$ cat config.mk
export PLATFORM = sky130hd
export DESIGN_NAME = centroid_overlay
export DESIGN_NICKNAME = d
export VERILOG_FILES = /design/src/rtl/centroid_overlay_pkg.sv /design/src/rtl/centroid_overlay_pix_pos_cnt.sv /design/src/rtl/centroid_overlay.sv
export SDC_FILE = /design/constraint.sdc
export NUM_CORES = 1
export LEC_CHECK = 0
export CORE_ASPECT_RATIO = 2
export CORE_UTILIZATION = 50
export CTS_CLUSTER_DIAMETER = 100
export DETAILED_ROUTE_END_ITERATION = 7
export PLACE_DENSITY = 0.85
export SLEW_MARGIN = 20
export SYNTH_ARGS = -nofsm -noshare
export SYNTH_HDL_FRONTEND = slang
export SYNTH_HIERARCHICAL = 1
export SYNTH_SLANG_ARGS = --single-unit
export TNS_END_PERCENT = 20
$ cat constraint.sdc
create_clock -name clk -period 4.1 [get_ports clk]
set_clock_uncertainty 0.15 [all_clocks]
set_input_delay 0.41 -clock clk [delete_from_list [all_inputs] [get_ports clk]]
set_output_delay 0.41 -clock clk [all_outputs]
set_load 0.05 [all_outputs]
$ cat src/rtl/centroid_overlay_pkg.sv
// Shared types, widths and helpers for the centroid overlay video stage.
// Coordinates coming from the centroid block are 32 bits wide; on-screen
// positions are 11 bits, so out-of-range coordinates saturate to 2047.
package centroid_pkg;

  localparam int POS_W   = 11;
  localparam int COORD_W = 32;
  localparam int RGB_W   = 24;

  localparam logic [RGB_W-1:0] MARK_RGB_DEF = 24'hFF0000;
  localparam logic [RGB_W-1:0] RGB_BLACK    = 24'h000000;
  localparam logic [RGB_W-1:0] RGB_WHITE    = 24'hFFFFFF;

  typedef logic [POS_W-1:0]        pos_t;
  typedef logic signed [POS_W:0]   delta_t;

  localparam pos_t POS_MAX = 11'd2047;

  // Clamp a 32-bit coordinate into the 11-bit on-screen range.
  function automatic pos_t sat11(input logic [COORD_W-1:0] v);
    if (v > COORD_W'(POS_MAX)) begin
      sat11 = POS_MAX;
    end else begin
      sat11 = v[POS_W-1:0];
    end
  endfunction

  // Magnitude of a 12-bit signed delta; range is +/-2047 so it never overflows.
  function automatic delta_t abs12(input delta_t d);
    if (d[POS_W]) begin
      abs12 = -d;
    end else begin
      abs12 = d;
    end
  endfunction

endpackage

$ cat src/rtl/centroid_overlay_pix_pos_cnt.sv
// Pixel position counter for a de/h_sync/v_sync stream.
// xp/yp give the position of the pixel currently on the input (value before
// its increment). The line flag records that the current line carried active
// pixels, so only lines with data advance the row on the next h_sync.
module pix_pos_cnt
  import centroid_pkg::*;
(
  input  logic             clk,
  input  logic             rst,
  input  logic             de_i,
  input  logic             h_sync_i,
  input  logic             v_sync_i,
  output logic [POS_W-1:0] xp_o,
  output logic [POS_W-1:0] yp_o
);

  pos_t xp_q, xp_d;
  pos_t yp_q, yp_d;
  logic line_q, line_d;

  // Next-state counting; de beats h_sync for xp, v_sync beats everything.
  always_comb begin
    xp_d   = xp_q;
    yp_d   = yp_q;
    line_d = line_q;

    if (v_sync_i) begin
      xp_d = 11'd0;
    end else if (de_i) begin
      xp_d = xp_q + 11'd1;
    end else if (h_sync_i) begin
      xp_d = 11'd0;
    end else begin
      xp_d = xp_q;
    end

    if (v_sync_i) begin
      yp_d = 11'd0;
    end else if (h_sync_i && line_q) begin
      yp_d = yp_q + 11'd1;
    end else begin
      yp_d = yp_q;
    end

    if (de_i) begin
      line_d = 1'b1;
    end else if (h_sync_i) begin
      line_d = 1'b0;
    end else begin
      line_d = line_q;
    end
  end

  // Counter state registers with synchronous reset.
  always_ff @(posedge clk) begin
    if (rst) begin
      xp_q   <= 11'd0;
      yp_q   <= 11'd0;
      line_q <= 1'b0;
    end else begin
      xp_q   <= xp_d;
      yp_q   <= yp_d;
      line_q <= line_d;
    end
  end

  assign xp_o = xp_q;
  assign yp_o = yp_q;

endmodule

$ cat src/rtl/centroid_overlay.sv
// Centroid crosshair overlay: draws a MARK_RGB crosshair at the centroid
// latched at the end of vertical blanking, on a stream delayed by 2 clocks.
// Optional build macro CENTROID_OVERLAY_BOX_EN adds a square outline of
// half-size BOX_HALF around the centroid.
module centroid_overlay
  import centroid_pkg::*;
#(
  parameter int               ARM      = 10,
  parameter logic [RGB_W-1:0] MARK_RGB = MARK_RGB_DEF,
  parameter int               BOX_HALF = 16
) (
  input  logic               clk,
  input  logic               rst,
  input  logic               de_in,
  input  logic               h_sync_in,
  input  logic               v_sync_in,
  input  logic [RGB_W-1:0]   pixel_in,
  input  logic [COORD_W-1:0] x_in,
  input  logic [COORD_W-1:0] y_in,
  input  logic               marker_en,
  output logic               de_out,
  output logic               h_sync_out,
  output logic               v_sync_out,
  output logic [RGB_W-1:0]   pixel_out
);

  // Sizes must fit the 12-bit signed delta compare.
  if (ARM < 0 || ARM > 2047 || BOX_HALF < 0 || BOX_HALF > 2047) begin : g_cfg_bad
    $error("centroid_overlay: ARM/BOX_HALF out of range");
  end

  localparam delta_t ARM_D = delta_t'(ARM);

  pos_t xp_s, yp_s;

  pix_pos_cnt u_pos (
    .clk      (clk),
    .rst      (rst),
    .de_i     (de_in),
    .h_sync_i (h_sync_in),
    .v_sync_i (v_sync_in),
    .xp_o     (xp_s),
    .yp_o     (yp_s)
  );

  logic vs_prev_q;
  pos_t cx_q, cy_q;
  logic en_q;

  // Latch centroid and enable on v_sync falling edge; hold for the frame.
  always_ff @(posedge clk) begin
    if (rst) begin
      vs_prev_q <= 1'b0;
      cx_q      <= 11'd0;
      cy_q      <= 11'd0;
      en_q      <= 1'b0;
    end else begin
      vs_prev_q <= v_sync_in;
      if (vs_prev_q && !v_sync_in) begin
        cx_q <= sat11(x_in);
        cy_q <= sat11(y_in);
        en_q <= marker_en;
      end else begin
        cx_q <= cx_q;
        cy_q <= cy_q;
        en_q <= en_q;
      end
    end
  end

  delta_t dx_s, dy_s, adx_s, ady_s;
  logic   cross_s, box_s, hit_s;

  // Signed distance from the centroid; zero-extend so no unsigned wrap.
  always_comb begin
    dx_s  = $signed({1'b0, xp_s}) - $signed({1'b0, cx_q});
    dy_s  = $signed({1'b0, yp_s}) - $signed({1'b0, cy_q});
    adx_s = abs12(dx_s);
    ady_s = abs12(dy_s);
  end

  // Marker membership for the pixel currently on the input.
  always_comb begin
    cross_s = ((dx_s == 12'sd0) && (ady_s <= ARM_D)) ||
              ((dy_s == 12'sd0) && (adx_s <= ARM_D));
`ifdef CENTROID_OVERLAY_BOX_EN
    box_s   = ((adx_s == delta_t'(BOX_HALF)) && (ady_s <= delta_t'(BOX_HALF))) ||
              ((ady_s == delta_t'(BOX_HALF)) && (adx_s <= delta_t'(BOX_HALF)));
`else
    box_s   = 1'b0;
`endif
    hit_s   = en_q && de_in && (cross_s || box_s);
  end

  logic             de_q, hs_q, vs_q, hit_q;
  logic [RGB_W-1:0] pix_q;

  // Stage 1: register the stream alongside the hit decision.
  always_ff @(posedge clk) begin
    if (rst) begin
      de_q  <= 1'b0;
      hs_q  <= 1'b0;
      vs_q  <= 1'b0;
      hit_q <= 1'b0;
      pix_q <= RGB_BLACK;
    end else begin
      de_q  <= de_in;
      hs_q  <= h_sync_in;
      vs_q  <= v_sync_in;
      hit_q <= hit_s;
      pix_q <= pixel_in;
    end
  end

  // Stage 2: registered outputs, marker colour substituted on hit pixels.
  always_ff @(posedge clk) begin
    if (rst) begin
      de_out     <= 1'b0;
      h_sync_out <= 1'b0;
      v_sync_out <= 1'b0;
      pixel_out  <= RGB_BLACK;
    end else begin
      de_out     <= de_q;
      h_sync_out <= hs_q;
      v_sync_out <= vs_q;
      pixel_out  <= hit_q ? MARK_RGB : pix_q;
    end
  end

endmodule

# [Yosys cells after proc, flatten, opt, wreduce, memory -nomap -nowiden]
# Index checks and enable logic that the tools add are counted.
[word_totals] ff_bits=101 input_bits=94 wordCells=48
[classes] addsub=6 n_lt_le_gt_ge=4 mux=9 n_reduce_logical=13
[op_table] cell="$gt A32 B11 Y1 const B" n=2
[op_table] cell="$mux W11" n=4
[op_table] cell="$le A12 B5 Y1 const B" n=2
[op_table] cell="$logic_not A12 Y1" n=2
[op_table] cell="$mux W12" n=2
[op_table] cell="$mux W24" n=1
[op_table] cell="$neg A12 Y12" n=2
[op_table] cell="$sub A11 B11 Y12" n=2
[op_table] cell="$add A11 B1 Y11 const B" n=2
[op_table] cell="$logic_and A1 B1 Y1" n=6
[op_table] cell="$reduce_or A2 Y1" n=2
[op_table] cell="$mux W1" n=2
[op_table] cell="$reduce_bool A2 Y1" n=1
[op_table] cell="$logic_not A1 Y1" n=1
[op_table] cell="$logic_or A1 B1 Y1" n=1

# [Depth between registers and ports, before layout]
# Gate-level depths: netlist of the first run.
[logic_depth] depth_word=7 ltp_mapped=13 ltp_nobuf=12

# [Cells and area by module]
# The synthesis of the first run kept the hierarchy.
[by_module_without_submodules] module="centroid_overlay" n_inst=1 cells_per_inst=537 area_each_um2=4405.5 seq_area_each_um2=1561.5
[by_module_without_submodules] module="pix_pos_cnt" n_inst=1 cells_per_inst=132 area_each_um2=1111.1 seq_area_each_um2=460.4

# [Least setup slack after synthesis of the first run]
# Ideal clock, no wire load.
[synth_timing] path_type="flip-flop to flip-flop" start="register u_pos.xp_q[0] (netlist: u_pos/xp_o[0])" end="register hit_q" t_arrival_ns=3.035 required_ns=3.828 setup_slack_ns=0.793 path_stages_with_launch=13 n_path_buf=0 period_less_slack_ns=3.307 cell_sequence="dfxtp_1 -> inv_1 -> ha_1 -> fa_1 -> nand2b_1 -> a21oi_1 -> xor2_1 -> or4_1 -> or2_1 -> nor4_1 -> a21oi_1 -> and4_1 -> a221o_1"
[synth_between] elab_chain_len=7 elab_cells_between_ends=9 cone_classes="add/sub (2); order compare (1); mux (1); reduce/logical (5)"
[synth_rtl] element="from (decl)" line="centroid_overlay_pix_pos_cnt.sv:17" source="pos_t xp_q, xp_d;"
[synth_rtl] element="from (signal assigned)" line="centroid_overlay_pix_pos_cnt.sv:61" source="xp_q <= xp_d;"
[synth_rtl] element="$sub A11 B11 Y12 *" line="centroid_overlay.sv:76" source="dx_s = $signed({1'b0, xp_s}) - $signed({1'b0, cx_q});"
[synth_rtl] element="$neg A12 Y12" line="centroid_overlay_pkg.sv:31" source="abs12 = -d;"
[synth_rtl] element="$mux W12" line="centroid_overlay_pkg.sv:30" source="if (d[POS_W]) begin"
[synth_rtl] element="$le A12 B5 Y1" line="centroid_overlay.sv:85" source="((dy_s == 12'sd0) && (adx_s <= ARM_D));"
[synth_rtl] element="$logic_and A1 B1 Y1" line="centroid_overlay.sv:85"
[synth_rtl] element="$logic_or A1 B1 Y1 *" line="centroid_overlay.sv:84" source="cross_s = ((dx_s == 12'sd0) && (ady_s <= ARM_D)) ||"
[synth_rtl] element="$logic_and A1 B1 Y1 *" line="centroid_overlay.sv:92" source="hit_s = en_q && de_in && (cross_s || box_s);"
[synth_rtl] element="to (signal assigned)" line="centroid_overlay.sv:110" source="hit_q <= hit_s;"
[synth_rtl] element="to (decl)" line="centroid_overlay.sv:95" source="logic de_q, hs_q, vs_q, hit_q;"
# Mark *: on every way between the ends. The rest lies on a longest branch, timed or not.
# A chain may end at the register's enable or synchronous reset.

# [Final worst setup path of the first run]
# Same ends and word-level chain as after synthesis.

==> flow_summary.ini, run 1 <==
[drt]
ant_nets = 0
firstDrtPassIters = 5
drt_iter0_markers = 372
wl_per_cell_um = 16.7
vias_per_cell = 5.91
drc = 0
num_vias = 5397
routed_wl_mm = 15.2

[timing]
rsz0062_at_grt = no
max-slew-margin-rel_pct = 44.5
final-hold-violation-count = 0
finalCriticalPeriod_ns = 3.66
period_share_pct = 89.2
worstMarginPinSlew_ns = 0.828
setup_tns_ns = 0
final_max_slew_viol_count = 0
setup_violations = 0
clock.fmax_ghz = 0.274

[critical_path]
path_cells = inv_1 -> ha_1 -> fa_1 -> nand2b_1 -> a21o_1 -> a2bb2oi_1 -> xor2_1 -> or3_1 -> o311ai_1 -> o22a_1 -> and4_1 -> a221o_1
crit_type = reg -> reg
critPathMaxFanout = 9
slowest_stage = xor2_1
cp.arrival_ns = 3.75
crit_required_ns = 4.19
reg2reg_from = u_pos/xp_o[0]$_SDFFE_PP0P_
crit_start = u_pos/xp_o[0]$_SDFFE_PP0P_
cp_slowest_stage_delay_ns = 0.53
endpoint_kind = flip-flop
cp-start-kind = flip-flop

[grt]
grt_usage_pct = 26.8
grt_pass1_wl_mm = 24.4
grt-ovfl-total = 0
antenna_found_initial = 0
grt_max_degree = 39
grt_pass1_vias = 5430

[floorplan]
die_x_um = 76.3
io_pins = 121
core_area_um2 = 10600
initial_core_util_pct = 52.0
num_rows = 53
dieArea_um2 = 11500
die_h_um = 151

[final_layout]
antennaDiodeCount = 0
multi_input_area_um2 = 3220
nets = 893
utilization_pct = 66.7
layout-drive-gt1-share_pct = 4.64
area_growth_pct = 28.2
final_cells = 913
fillCellCount = 849
stdcell_area_um2 = 7070
ff_latch_area_um2 = 2020

[pwr]
p_leak_nw = 2.63
peakVddDrop_uv = 243
powerDensity_nw_per_um2 = 346

[job]
drv_cap = 0

[synthesis]
synthDominantAreaCellType = dfxtp_1
synthTopCellsByCount = 101 x dfxtp_1, 64 x nor2_1, 55 x nor3_1
yosysMostFrequentCell = dfxtp_1
synthCells = 669
ys_seq_elements = 101
synth-main-ff-cell = dfxtp_1
ys_top_cells_by_area = dfxtp_1 37%, ha_1 5.9%, nor3_1 5.0%
synth_cell_types = 76
synth_nets = 791
synth.top_cell.area_share_pct = 36.7
syn_area_per_cell_um2 = 8.25
ys_warn_count = 6
netlist_area_um2 = 5520
synth-seq-area-share_pct = 36.7
synthArstFlopShare_pct = 0
synth_edf_count = 0

[clock_tree]
clk_path_buf_depth = 2
clkSinkCount = 101
cts_tree = built
clkLatencyLatePin_ns = 0.35
cts_hold_repair.buffers = 0
cts_buffers = 9
cts_root_buf = clkbuf_16
htreeDepth = 3
clkTransAtPathRegs_ns = 0.08
cts_setup_buffers = 0
cts_resized = 0

[placed_design]
dp_hpwl_mm = 11.7
place.gp.congestion = 0.894
dp_cells = 897
io_buffers = 120
place_area_um2 = 6770

[outcome]
status = finished, final reports clean

[min_path]
hold_path.class = reg -> reg
hp-start = pix_q[12]$_SDFF_PP0_
==> final cells by class <==
| type | instances | share of cell area (%) |
|---|---|---|
| clock buffer | 9 | 3.18 |
| sequential | 101 | 28.6 |
| multi-input combinational | 498 | 45.6 |
| clock inverter | 7 | 1.03 |
| inverter | 39 | 2.07 |
| tap | 137 | 2.42 |
| timing repair buffer | 122 | 17.1 |
==> metrics by stage <==
| step | total power (W) | setup slack [ns] | hold slack, ns |
|---|---|---|---|
| after floorplan | 0.00142 | 0.793 | 0.256 |
| after global placement | 0.00159 | 0.636 | 0.258 |
| after detailed placement | 0.00161 | 0.519 | 0.262 |
| after CTS | 0.00244 | 0.511 | 0.280 |
| after global routing | 0.00254 | 0.287 | 0.291 |
| final | 0.00245 | 0.444 | 0.278 |
==> critical path, delay by kind of cell, from the launching register on <==
family                   cells  cell delay [ns]
buffers and inverters        1             0.07
flip-flops                   1             0.42
AO/OA/AOI/OAI                5             1.11
XOR/XNOR                     1             0.53
AND/OR/NAND/NOR              3             0.60
adder cells (fa/ha/maj)      2             0.64
==> cells in the final DEF (no fill, tap or decap), types with 22 or more instances in the layout <==
cell type	n
nand3_1	22
nor2_1	64
ha_1	26
clkdlybuf4s50_1	119
nor3_1	55
dfxtp_1	101
inv_1	39
a21oi_1	28
nor2b_1	37
nand2_1	34
==> power by group <==
group / leakage [nW] / internal, W / switching (W)
registers: 0.829 / 0.00102 / 0.0000168
logic: 1.65 / 0.000254 / 0.000316
clock network: 0.144 / 0.000432 / 0.000409
total: 2.63 / 0.00170 / 0.000741
==> path summary, 6_finish.rpt <==
check	to	slack [ns]	depth (start not counted)
setup / recovery	hit_q$_SDFF_PP0_	0.44	12
hold reg to reg	pixel_out[12]$_SDFF_PP0_	0.28	1
setup reg to reg	hit_q$_SDFF_PP0_	0.44	12
hold / removal	pixel_out[12]$_SDFF_PP0_	0.28	1
==> cells by family (layout without fill, tap and decap cells) <==
kind of cell               after synthesis  count (layout)  synth area share (%)
muxes                                    8               8                  1.47
DFF                                    101             101                  36.7
AOI/OAI and AO/OA                      123             123                  16.0
and+or+nand+nor                        322             322                  31.3
xor gates and xnor gates                17              17                  2.97
adders and majority gates               28              28                  6.62
buffers and inverters                   70             177                  4.97
==> state kept, by name (all words and copies together), names as in the netlist <==
signal,cells
cx_q,11
cy_q,11
de_out,1
de_q,1
en_q,1
h_sync_out,1
hit_q,1
hs_q,1
pix_q,24
pixel_out,24
u_pos/line_q,1
u_pos/xp_o,11
u_pos/yp_o,11
v_sync_out,1
vs_q,1
==> routing by layer <==
layer  global-route usage (%)  part of all wire, %  vias to the layer above
li1                         -                    -                     2601
met1                     23.4                   33                     2508
met2                     53.4                   57                      222
met3                     3.52                  3.8                       66
met4                     21.1                  6.5                        0
met5                        0                    0                        -
(Power assumes the default switching activity.)
==> run 2, diff against run 1 <==
- CORE_MARGIN: default -> 3
==> flow_summary.ini, run 2 (same netlist as run 1, synthesis figures left out) <==
[floorplan]
io_pins = 121
initial_core_util_pct = 52.0
dieArea_um2 = 12400
core_area_um2 = 10600
die_x_um = 80.3
num_rows = 53
die_h_um = 155

[pwr]
powerDensity_nw_per_um2 = 346
power_w = 0.00245
peakVddDrop_uv = 321
p_leak_nw = 2.64

[drt]
ant_nets = 0
firstDrtPassIters = 5
vias_per_cell = 5.84
drc = 0
num_vias = 5334
routed_wl_mm = 15.1
wl_per_cell_um = 16.6
drt_iter0_markers = 285

[placed_design]
dp_hpwl_mm = 11.5
io_buffers = 120
place.gp.congestion = 0.929
place_area_um2 = 6770

[clock_tree]
clkSinkCount = 101
cts_root_buf = clkbuf_16
clk_path_buf_depth = 2
cts_hold_repair.buffers = 0
htreeDepth = 3
cts_setup_buffers = 0
cts_resized = 0
cts_tree = built
cts_buffers = 9
clkLatencyLatePin_ns = 0.35
clkTransAtPathRegs_ns = 0.08

[final_layout]
area_growth_pct = 28.4
fillCellCount = 836
layout_commonest_cell = clkdlybuf4s50_1
layout-drive-gt1-share_pct = 4.64
reg_top3 = pix_q (24), pixel_out (24)
utilization_pct = 66.8
stdcell_area_um2 = 7090
layout_common_cells = 119 x clkdlybuf4s50_1, 101 x dfxtp_1, 64 x nor2_1
antennaDiodeCount = 0
nets = 893

[outcome]
status = finished, final reports clean

[job]
drv_cap = 0

[critical_path]
slowest_stage = or4_1
path_cells = inv_1 -> ha_1 -> fa_1 -> nand2b_1 -> a21oi_1 -> xor2_1 -> or4_1 -> o2111ai_1 -> o311ai_1 -> o22a_1 -> and4_1 -> a221o_1
cp_slowest_stage_delay_ns = 0.61
crit_type = reg -> reg
cp-start-kind = flip-flop
crit_family = compound AO/OA/AOI/OAI gates
crit_required_ns = 4.19
critPathMaxFanout = 6
cp.arrival_ns = 3.73
endpoint_kind = flip-flop
cp_num_buf_inv = 1

[grt]
grt_pass1_vias = 5212
antenna_found_initial = 0
grt_pass1_wl_mm = 24.1
grt_max_degree = 60
grt_usage_pct = 24.3
grt-ovfl-total = 0

[timing]
setup_violations = 0
max-slew-margin-rel_pct = 44.5
finalCriticalPeriod_ns = 3.64
clock.fmax_ghz = 0.275
holdWs_ns = 0.190
final-hold-violation-count = 0
final_max_slew_viol_count = 0
worstMarginPinSlew_ns = 0.829
rsz0062_at_grt = no
period_share_pct = 88.8
setup_tns_ns = 0

[min_path]
hold_path.class = in -> reg
## run 2: per-stage QoR
step                setup slack [ns]  std cells
floorplan                      0.793        669
global placement               0.599        897
detailed placement             0.490        897
CTS                            0.485        913
global route                   0.262        913
finish                         0.458        913
## run 2: worst paths after layout
check	from	end	slack (ns)	cells past startpoint
worst max-delay path	u_pos/xp_o[0]$_SDFFE_PP0P_	hit_q$_SDFF_PP0_	0.46	12
worst min-delay path	rst	v_sync_out$_SDFF_PP0_	0.19	2
worst max register to register	u_pos/xp_o[0]$_SDFFE_PP0P_	hit_q$_SDFF_PP0_	0.46	12
worst min register to register	pix_q[0]$_SDFF_PP0_	pixel_out[0]$_SDFF_PP0_	0.28	1
## run 2: layout make-up
| cell class | instances | area, um^2 | share of cell area (%) |
|---|---|---|---|
| Clock buffer | 9 | 225 | 3.18 |
| Inverter | 39 | 146 | 2.07 |
| Timing Repair Buffer | 122 | 1210 | 17.1 |
| Multi-Input combinational cell | 498 | 3220 | 45.5 |
| Sequential cell | 101 | 2020 | 28.5 |
| Clock inverter | 7 | 86.3 | 1.22 |
| Tap cell | 137 | 171 | 2.42 |
## run 2: metal layers
metal | GRT usage [%] | share of wire, % | vias to the layer above
met5 | 0 | 0 | -
met4 | 9.83 | 3.9 | 0
met3 | 4.90 | 4.5 | 48
met2 | 48.2 | 58 | 174
met1 | 23.1 | 34 | 2503
li1 | - | - | 2609
## run 2: power by group
part | internal, W | switching [W]
Combinational | 0.000253 | 0.000305
Sequential | 0.00102 | 0.0000171
Clock | 0.000440 | 0.000417
